<file path="src/rtl/seg_pkg.sv">
// Shared seven-segment definitions: segment bit positions, hex glyphs and
// the inactive cathode level used by the display paths.
package seg_pkg;

  localparam int unsigned SEG_A  = 0;
  localparam int unsigned SEG_B  = 1;
  localparam int unsigned SEG_C  = 2;
  localparam int unsigned SEG_D  = 3;
  localparam int unsigned SEG_E  = 4;
  localparam int unsigned SEG_F  = 5;
  localparam int unsigned SEG_G  = 6;
  localparam int unsigned SEG_DP = 7;
  localparam int unsigned SEG_W  = 8;

  // Cathodes are active-low, so a released line sits high.
  localparam logic CAT_OFF = 1'b1;

  // Glyphs in g..a order; "b" and "d" are the lowercase forms.
  localparam logic [6:0] HEX_GLYPH [16] = '{
    7'h3F, 7'h06, 7'h5B, 7'h4F, 7'h66, 7'h6D, 7'h7D, 7'h07,
    7'h7F, 7'h6F, 7'h77, 7'h7C, 7'h39, 7'h5E, 7'h79, 7'h71
  };

endpackage

</file>
<file path="src/rtl/seg_hex_decode.sv">
// Combinational nibble + decimal point to active-high segment pattern.
module seg_hex_decode
  import seg_pkg::*;
(
  input  logic [3:0]       nib,
  input  logic             dp,
  output logic [SEG_W-1:0] seg_c
);

  always_comb begin
    seg_c              = '0;
    seg_c[SEG_G:SEG_A] = HEX_GLYPH[nib];
    seg_c[SEG_DP]      = dp;
  end

endmodule

</file>
<file path="src/rtl/seg_scan_driver.sv">
// Time-multiplexed seven-segment driver with a double-buffered display image,
// frame-aligned commits, global PWM brightness and per-digit blinking.
module seg_scan_driver
  import seg_pkg::*;
#(
  parameter int unsigned DIGITS       = 8,
  parameter int unsigned SCAN_DIV     = 1000,
  parameter int unsigned PWM_BITS     = 3,
  parameter int unsigned BLINK_FRAMES = 64
) (
  input  logic                  clk,
  input  logic                  rst_n,
  input  logic                  load_valid,
  output logic                  load_ready,
  input  logic [4*DIGITS-1:0]   load_data,
  input  logic [DIGITS-1:0]     load_en,
  input  logic [DIGITS-1:0]     load_dp,
  input  logic [DIGITS-1:0]     load_blink,
  input  logic [PWM_BITS-1:0]   brightness,
  output logic [DIGITS-1:0]     cat,
  output logic [SEG_W-1:0]      seg,
  output logic                  frame_start
);

  localparam int unsigned PRE_W  = (SCAN_DIV > 1) ? $clog2(SCAN_DIV) : 1;
  localparam int unsigned IDX_W  = (DIGITS > 1) ? $clog2(DIGITS) : 1;
  localparam int unsigned FCNT_W = (BLINK_FRAMES > 1) ? $clog2(BLINK_FRAMES) : 1;

  logic [DIGITS-1:0][3:0] sh_data, act_data;
  logic [DIGITS-1:0]      sh_en, sh_dp, sh_blink;
  logic [DIGITS-1:0]      act_en, act_dp, act_blink;

  logic [PRE_W-1:0]    pre;
  logic [IDX_W-1:0]    idx;
  logic [PWM_BITS-1:0] pwm_cnt;
  logic [FCNT_W-1:0]   fcnt;
  logic                blink_ph;

  logic             pending_c, accept_c;
  logic             pre_last_c, idx_last_c, fcnt_last_c, boundary_c;
  logic             lit_c;
  logic [3:0]       nib_c;
  logic             dp_c;
  logic [SEG_W-1:0] glyph_c;

  // load_ready is the registered inverse of the shadow-pending flag.
  assign pending_c   = !load_ready;
  assign accept_c    = load_valid && load_ready;
  assign pre_last_c  = (pre == PRE_W'(SCAN_DIV - 1));
  assign idx_last_c  = (idx == IDX_W'(DIGITS - 1));
  assign fcnt_last_c = (fcnt == FCNT_W'(BLINK_FRAMES - 1));
  assign boundary_c  = pre_last_c && idx_last_c;

  // Shadow/active double buffer; a commit wins over a same-cycle offer.
  always_ff @(posedge clk) begin
    if (!rst_n) begin
      sh_data    <= '0;
      sh_en      <= '0;
      sh_dp      <= '0;
      sh_blink   <= '0;
      act_data   <= '0;
      act_en     <= '0;
      act_dp     <= '0;
      act_blink  <= '0;
      load_ready <= 1'b1;
    end else if (boundary_c && pending_c) begin
      act_data   <= sh_data;
      act_en     <= sh_en;
      act_dp     <= sh_dp;
      act_blink  <= sh_blink;
      load_ready <= 1'b1;
    end else if (accept_c) begin
      sh_data    <= load_data;
      sh_en      <= load_en;
      sh_dp      <= load_dp;
      sh_blink   <= load_blink;
      load_ready <= 1'b0;
    end
  end

  // Scan prescaler, digit index, PWM phase and blink frame counter.
  always_ff @(posedge clk) begin
    if (!rst_n) begin
      pre      <= '0;
      idx      <= '0;
      pwm_cnt  <= '0;
      fcnt     <= '0;
      blink_ph <= 1'b0;
    end else begin
      pwm_cnt <= pwm_cnt + PWM_BITS'(1);
      if (pre_last_c) begin
        pre <= '0;
        idx <= idx_last_c ? '0 : idx + IDX_W'(1);
      end else begin
        pre <= pre + PRE_W'(1);
      end
      if (boundary_c) begin
        fcnt <= fcnt_last_c ? '0 : fcnt + FCNT_W'(1);
        if (fcnt_last_c) blink_ph <= ~blink_ph;
      end
    end
  end

  always_comb begin
    nib_c = act_data[idx];
    dp_c  = act_dp[idx];
    lit_c = act_en[idx] && !(act_blink[idx] && blink_ph) && (pwm_cnt <= brightness);
  end

  seg_hex_decode u_hex (
    .nib   (nib_c),
    .dp    (dp_c),
    .seg_c (glyph_c)
  );

  // Registered pin drive; frame_start lines up with digit 0 appearing on cat.
  always_ff @(posedge clk) begin
    if (!rst_n) begin
      cat         <= {DIGITS{CAT_OFF}};
      seg         <= '0;
      frame_start <= 1'b0;
    end else begin
      cat         <= lit_c ? ~(DIGITS'(1) << idx) : {DIGITS{CAT_OFF}};
      seg         <= lit_c ? glyph_c : '0;
      frame_start <= (pre == '0) && (idx == '0);
    end
  end

endmodule

</file>
<file path="config.mk">
export PLATFORM = sky130hd
export DESIGN_NAME = seg_scan_driver
export DESIGN_NICKNAME = d
export VERILOG_FILES = /design/src/rtl/seg_pkg.sv /design/src/rtl/seg_hex_decode.sv /design/src/rtl/seg_scan_driver.sv
export SDC_FILE = /design/constraint.sdc
export NUM_CORES = 1
export LEC_CHECK = 0
export ABC_AREA = 1
export BUFFER_PORTS_ARGS = -buffer_cell sky130_fd_sc_hd__buf_2
export CAP_MARGIN = 5
export CORE_MARGIN = 2
export CORE_UTILIZATION = 62
export DETAILED_ROUTE_END_ITERATION = 10
export GPL_TIMING_DRIVEN = 0
export PLACE_DENSITY = 0.86
export SLEW_MARGIN = 15
export SYNTH_ARGS = -nofsm -noshare
export SYNTH_HDL_FRONTEND = slang
export SYNTH_SLANG_ARGS = --single-unit
</file>
<file path="constraint.sdc">
create_clock -name clk -period 6.08 [get_ports clk]
set_input_delay 0 -clock clk [delete_from_list [all_inputs] [get_ports clk]]
set_output_delay 0 -clock clk [all_outputs]
set_load 0.02 [all_outputs]
</file>
# After elaboration in Yosys (flattened, before gate mapping)

Memory sizes are Yosys's and may differ from the RTL's. A register that Yosys moved wholly into a read port is not among the register bits.
Index checks and enable logic that the tools add are counted.

Register bits: 153
Memory bits (read-only): 112
Word-level logic and storage cells: 77
Memories kept: 1

Add/sub/neg operators: 4
Order comparisons: 3
Equal/unequal tests: 3
Shifts and indexed selects: 1
Multiplexer cells: 12
Bitwise logic cells: 5
Reductions and logical operators: 17

Memory list:

| memory           | words | bits a word | read ports | clocked after Yosys merged registers in | wr ports | line                 | RTL |
|---|---|---|---|---|---|---|---|
| (name not given) | 16    | 7           | 1          | 1                                       | 0        | seg_hex_decode.sv:12 | `seg_c[SEG_G:SEG_A] = HEX_GLYPH[nib];` |

Operators by type and width:

| kind                                                       | number |
|---|---|
| 2-to-1 mux 7 bit                                           | 2 |
| binary-select mux 4 bit (select 3 bit)                     | 1 |
| adder 10 x 1 -> 10 bit, second input constant              | 1 |
| equality test 10 bit, second input constant                | 1 |
| zero test 10 bit                                           | 1 |
| binary-select mux 1 bit (select 3 bit)                     | 3 |
| NOT 8 bit                                                  | 1 |
| << shifter 1 x 3 -> 8 bit, first input constant            | 1 |
| logical AND 1 bit                                          | 7 |
| adder 3 x 1 -> 3 bit, second input constant                | 2 |
| adder 6 x 1 -> 6 bit, second input constant                | 1 |
| equality test 6 bit, second input constant                 | 1 |
| 2-to-1 mux 6 bit                                           | 1 |
| AND reduction 2 bit                                        | 3 |
| >= comparator 5 bit, second input constant                 | 1 |
| NOT 4 -> 5 bit                                             | 1 |
| less-than comparator 3 x 4 -> 1 bit, second input constant | 1 |
| 2-to-1 mux 4 bit                                           | 1 |
| OR reduction 2 bit                                         | 2 |
| equality test 3 bit, second input constant                 | 1 |
| <= comparator 3 bit                                        | 1 |
| zero test 1 bit                                            | 3 |
| zero test 3 bit                                            | 1 |
| 2-to-1 mux 1 bit                                           | 3 |
| other kinds (2)                                            | 4 |

# Logic depth before layout (Yosys ltp)

Depth after elaboration: 8
Depth in mapped cells: 15
Mapped depth without buffers: 13

# Modules after synthesis

Synthesis repeated with hierarchy kept, for this count alone.

Cell total of the unflattened synthesis: 978
Area total of the unflattened synthesis: 6821.5 um^2

Modules (own cells, without submodules):

| module          | instances | cells an instance | area an instance (um^2) | sequential area each (um^2) |
|---|---|---|---|---|
| seg_scan_driver | 1         | 925               | 6535.0                  | 3062.9 |
| seg_hex_decode  | 1         | 53                | 286.5                   | 0.0 |

# Least setup slack after synthesis

No wires, ideal clock.

Path kind: flip-flop to flip-flop
Start: register idx[0]
End: register seg[3]
Setup time: 0.113 ns
Arrival: 2.028 ns
Required time: 5.967 ns
Path slack: 3.939 ns
Cell stages (with the launch flop): 14
Path buffers: 2
Period minus slack after synthesis: 2.141 ns
Cells stage by stage: dfxtp_1 inv_2 buf_2 buf_1 o21ai_0 nand2_1 inv_1 o21ai_0 inv_1 ha_1 nand2_1 nand3_1 nand2_1 nor2_1

Word-level cells in the longest chain between the ends: 8
Elaborated cells between the ends (all ways): 13

Ends and longest elaborated chain:

| what                                   | line                   | RTL |
|---|---|---|
| start: declaration                     | seg_scan_driver.sv:34  | `logic [IDX_W-1:0] idx;` |
| start signal: assignment               | seg_scan_driver.sv:93  | `idx <= idx_last_c ? '0 : idx + IDX_W'(1);` |
| binary-select mux 1 bit (select 3 bit) | seg_scan_driver.sv:107 | `lit_c = act_en[idx] && !(act_blink[idx] && blink_ph) && (pwm_cnt <= brightness);` |
| 2-to-1 mux 1 bit (implied by the code) | seg_scan_driver.sv:107 |  |
| logical AND 1 bit                      | seg_scan_driver.sv:107 |  |
| zero test 1 bit                        | seg_scan_driver.sv:107 |  |
| logical AND 1 bit (2 in series)        | seg_scan_driver.sv:107 |  |
| AND reduction 2 bit (no line)          | --                     |  |
| zero test 1 bit (no line)              | --                     |  |
| end: declaration                       | seg_scan_driver.sv:21  | `output logic [SEG_W-1:0] seg,` |

Parallel ways exist; a longest one is shown, timed or not. The select of a mux whose other input is x is not followed.
A chain may end at the register's enable or synchronous reset.

# Worst setup path after layout

Ends and elaborated chain as after synthesis.

==> results.sh <==
export IMPL_synth_area_leader_cell="dfxtp_1"
export IMPL_tns_ns=0
export IMPL_maxCapViolCount=0
export IMPL_setup_viol=0
export IMPL_maxSlewViolCount=0
export IMPL_start_util_pct=63.3
export IMPL_grt_antenna_before_repair=0
export IMPL_max_freq_mhz=351
export IMPL_end_kind="register"
export IMPL_grt_overflow_total=0
export IMPL_tightestPinTransition_ns=0.641
export IMPL_syn_area_um2=6470
export IMPL_viasPerCell=5.35
export IMPL_wirelength_um=17800
export IMPL_vias=6287
export IMPL_final_fill_count=692
export IMPL_cp_max_fo=11
export IMPL_startpoint="idx[0]"
export IMPL_postSynth_asyncResetShare_pct=0
export IMPL_cp_cell_sequence="inv_2 -> buf_2 -> buf_1 -> o21ai_0 -> nand2_1 -> inv_1 -> o21ai_0 -> inv_1 -> ha_1 -> nand2_1 -> nand3_1 -> nand2_1 -> nor2_1"
export IMPL_synth_area_leaders="dfxtp_1, nor2_1, o21ai_0"
export IMPL_net_switching_power_mw=0.533
export IMPL_area_growth_pct=26.2
export IMPL_hold_path_startpoint="load_data[18]"
export IMPL_max_slew_margin_rel_pct=56.8
export IMPL_grt_use_total_pct=32.5
export IMPL_yosysUniqueCellTypes=35
export IMPL_drt_iter0_markers=508
export IMPL_row_count=37
export IMPL_boundaryPins=80
export IMPL_synth_ff_type="dfxtp_1"
export IMPL_crit_path_frequent_cell="nand2_1"
export IMPL_die_width_um=106
export IMPL_drive_gt1_share_pct=14.6
export IMPL_netlist_instances=872
export IMPL_clockPowerShare_pct=45.3
export IMPL_pwr_share_seq_pct=47.2
export IMPL_comb_power_share_pct=7.5
export IMPL_hold_viol_final=0
export IMPL_cp_slowest_cell="o21ai_0"
export IMPL_cts_htree_levels=4
export IMPL_leakage_nw=3.41
export IMPL_clock_latency_ns=0.55
export IMPL_cts_max_path_buffers=2
export IMPL_cts_num_sinks=153
export IMPL_power_switching_share_pct=23.8
export IMPL_synth_top_area_share_pct=47.3
export IMPL_drtAntennaViolNets=0
export IMPL_dr_pass1_iters=6
export IMPL_grt_pass1_wl_um=28600
export IMPL_root_buffer="clkbuf_8"
export IMPL_power_density_nw_per_um2=274
export IMPL_die_h_um=106
export IMPL_gp_congestion=0.875
export IMPL_ir_worst_vdd_uv=219
export IMPL_die_area_um2=11300
export IMPL_core_area_um2=10200
export IMPL_r2r_start="idx[0]"
export IMPL_synth_edf_count=0
export IMPL_cts_tree="built"
export IMPL_worstPathArrival_ns=3.28
export IMPL_grt_pass1_vias=6183
export IMPL_fin_nets=1109
export IMPL_criticalPathCategory="register to register"
export IMPL_hpwl_um=10700
export IMPL_required_ns=6.51
export IMPL_num_antenna_cells=0
export IMPL_syn_nets=954
export IMPL_intPower_mw=1.70
export IMPL_post_route_period_util_pct=46.8
export IMPL_grt_max_degree=17
export IMPL_fin_worst_skew_ns=0.0125
export IMPL_drc=0
export IMPL_total_power_mw=2.24
export IMPL_syn_area_per_cell_um2=7.42
export IMPL_yosys_warnings=0
export IMPL_rsz0062_at_grt="no"
export IMPL_cts_buffers=17
export IMPL_wl_per_cell_um=15.2
export IMPL_ys_ff_latch=153
export IMPL_status="completed"
export IMPL_slowest_delay_ns=0.51
export IMPL_cts_clk_slew_worst_paths_ns=0.06
export IMPL_start_kind="register"
export IMPL_hold_class="input pin to register"
export IMPL_port_buffers=79
export IMPL_fin_crit_ns=2.85
export IMPL_synth_seq_area_share_pct=47.3
[sequential cells by signal, summed over array words and instances, names as in the netlist]
| signal | cells |
|---|---|
| pre | 10 |
| act_data | 32 |
| idx | 3 |
| act_en | 8 |
| frame_start | 1 |
| sh_data | 32 |
| sh_dp | 8 |
| fcnt | 6 |
| sh_en | 8 |
| sh_blink | 8 |
| load_ready | 1 |
| cat | 8 |
| act_blink | 8 |
| act_dp | 8 |
| seg | 8 |
| blink_ph | 1 |
| pwm_cnt | 3 |
[through the flow]
| step | setup WS, ns | hold WS (ns) | cells | cell area, um^2 | util [%] |
|---|---|---|---|---|---|
| after floorplan | 3.94 | 0.167 | 872 | 6470 | - |
| after global placement | 3.35 | 0.247 | 1087 | 7040 | 68.8 |
| after detailed placement | 3.34 | 0.255 | 1087 | 7040 | 68.8 |
| after CTS | 3.28 | 0.196 | 1175 | 8170 | 79.8 |
| after global routing | 2.88 | 0.271 | 1175 | 8170 | 79.8 |
| final | 3.23 | 0.244 | 1175 | 8170 | 79.8 |
[layout make-up]
cell class / count / area (um^2) / share of cell area, %
flip-flops and latches: 153 / 3060 / 37.5
clock inverters: 11 / 124 / 1.52
well taps: 136 / 170 / 2.08
plain buffers: 47 / 256 / 3.14
inverters: 78 / 294 / 3.60
clock buffers: 20 / 435 / 5.33
repair buffers: 136 / 966 / 11.8
multi-input cells: 594 / 2860 / 35.0
[path summary, 6_finish.rpt]
path | endpoint | slack [ns] | cells past startpoint
max | seg[3] | 3.23 | 13
max reg2reg | seg[3] | 3.23 | 13
min | sh_data[18] | 0.24 | 4
min reg2reg | pwm_cnt[0] | 0.45 | 1
[critical path, delay by kind of cell (launching register included)]
| family | cells | cell delay, ns |
|---|---|---|
| buf+inv | 5 | 1.00 |
| compound gates | 2 | 0.66 |
| flops | 1 | 0.38 |
| simple gates | 5 | 0.36 |
| fa+ha+maj | 1 | 0.33 |
[per-layer routing]
| layer | global-route usage [%] | part of all wire, % | routed length, um |
|---|---|---|---|
| met5 | 0 | 0 | 0 |
| met4 | 15.1 | 3.1 | 557 |
| met3 | 7.30 | 6.9 | 1230 |
| met2 | 59.0 | 52 | 9210 |
| met1 | 36.0 | 38 | 6850 |
[cell usage after synthesis (8+ instances only)]
cell type / instances
nor2_1: 206
clkbuf_1: 26
o21ai_1: 14
o21ai_0: 102
a21oi_1: 41
a21oi_2: 13
buf_6: 8
inv_1: 73
ha_1: 20
dfxtp_1: 153
nand3_1: 45
nand2_1: 111
nor3_1: 13
[power groups by stage]
stage | sequential (mW) | combinational (mW) | clock [mW]
2_1_floorplan | 1.07 | 0.0812 | 0
4_1_cts | 1.06 | 0.157 | 1.01
3_3_place_gp | 1.08 | 0.124 | 0
6_report | 1.06 | 0.167 | 1.01
3_5_place_dp | 1.08 | 0.128 | 0
5_1_grt | 1.06 | 0.184 | 1.06
[logic make-up after synthesis]
logic type | share of synthesized area (%)
and+or+nand+nor | 25.3
AOI/OAI and AO/OA | 14.6
DFF | 47.3
buffers and inverters | 8.51
adders and majority gates | 3.87
xor gates and xnor gates | 0.406
[cells in the final DEF, fill, tap and decap left out, types with 2 or more instances in the layout]
cell | Yosys | layout
a21oi_1 | 41 | 41
a21oi_2 | 13 | 13
buf_1 | 3 | 3
buf_2 | 7 | 86
buf_4 | 3 | 3
buf_6 | 8 | 8
bufinv_16 | 0 | 2
clkbuf_1 | 26 | 28
clkbuf_16 | 0 | 16
clkbuf_8 | 0 | 2
clkinv_1 | 2 | 2
clkinv_2 | 1 | 4
clkinv_4 | 0 | 2
clkinvlp_4 | 0 | 3
dfxtp_1 | 153 | 153
dlygate4sd3_1 | 0 | 57
ha_1 | 20 | 20
inv_1 | 73 | 73
inv_2 | 2 | 2
nand2_1 | 111 | 111
nand2_2 | 3 | 3
nand3_1 | 45 | 45
nand3b_1 | 2 | 2
nand4_1 | 7 | 7
nor2_1 | 206 | 206
nor2_2 | 2 | 2
nor3_1 | 13 | 13
o211ai_1 | 2 | 2
o21ai_0 | 102 | 102
o21ai_1 | 14 | 14
o22ai_1 | 2 | 2
xnor2_1 | 2 | 2
[timing repair]
action,CTS,global route
setup endpoints to repair,0,0
buffers inserted,0,0
hold buffers,57,0
gates resized for setup,0,0
endpoints found under the hold margin,64,0
(Power assumes the default switching activity.)
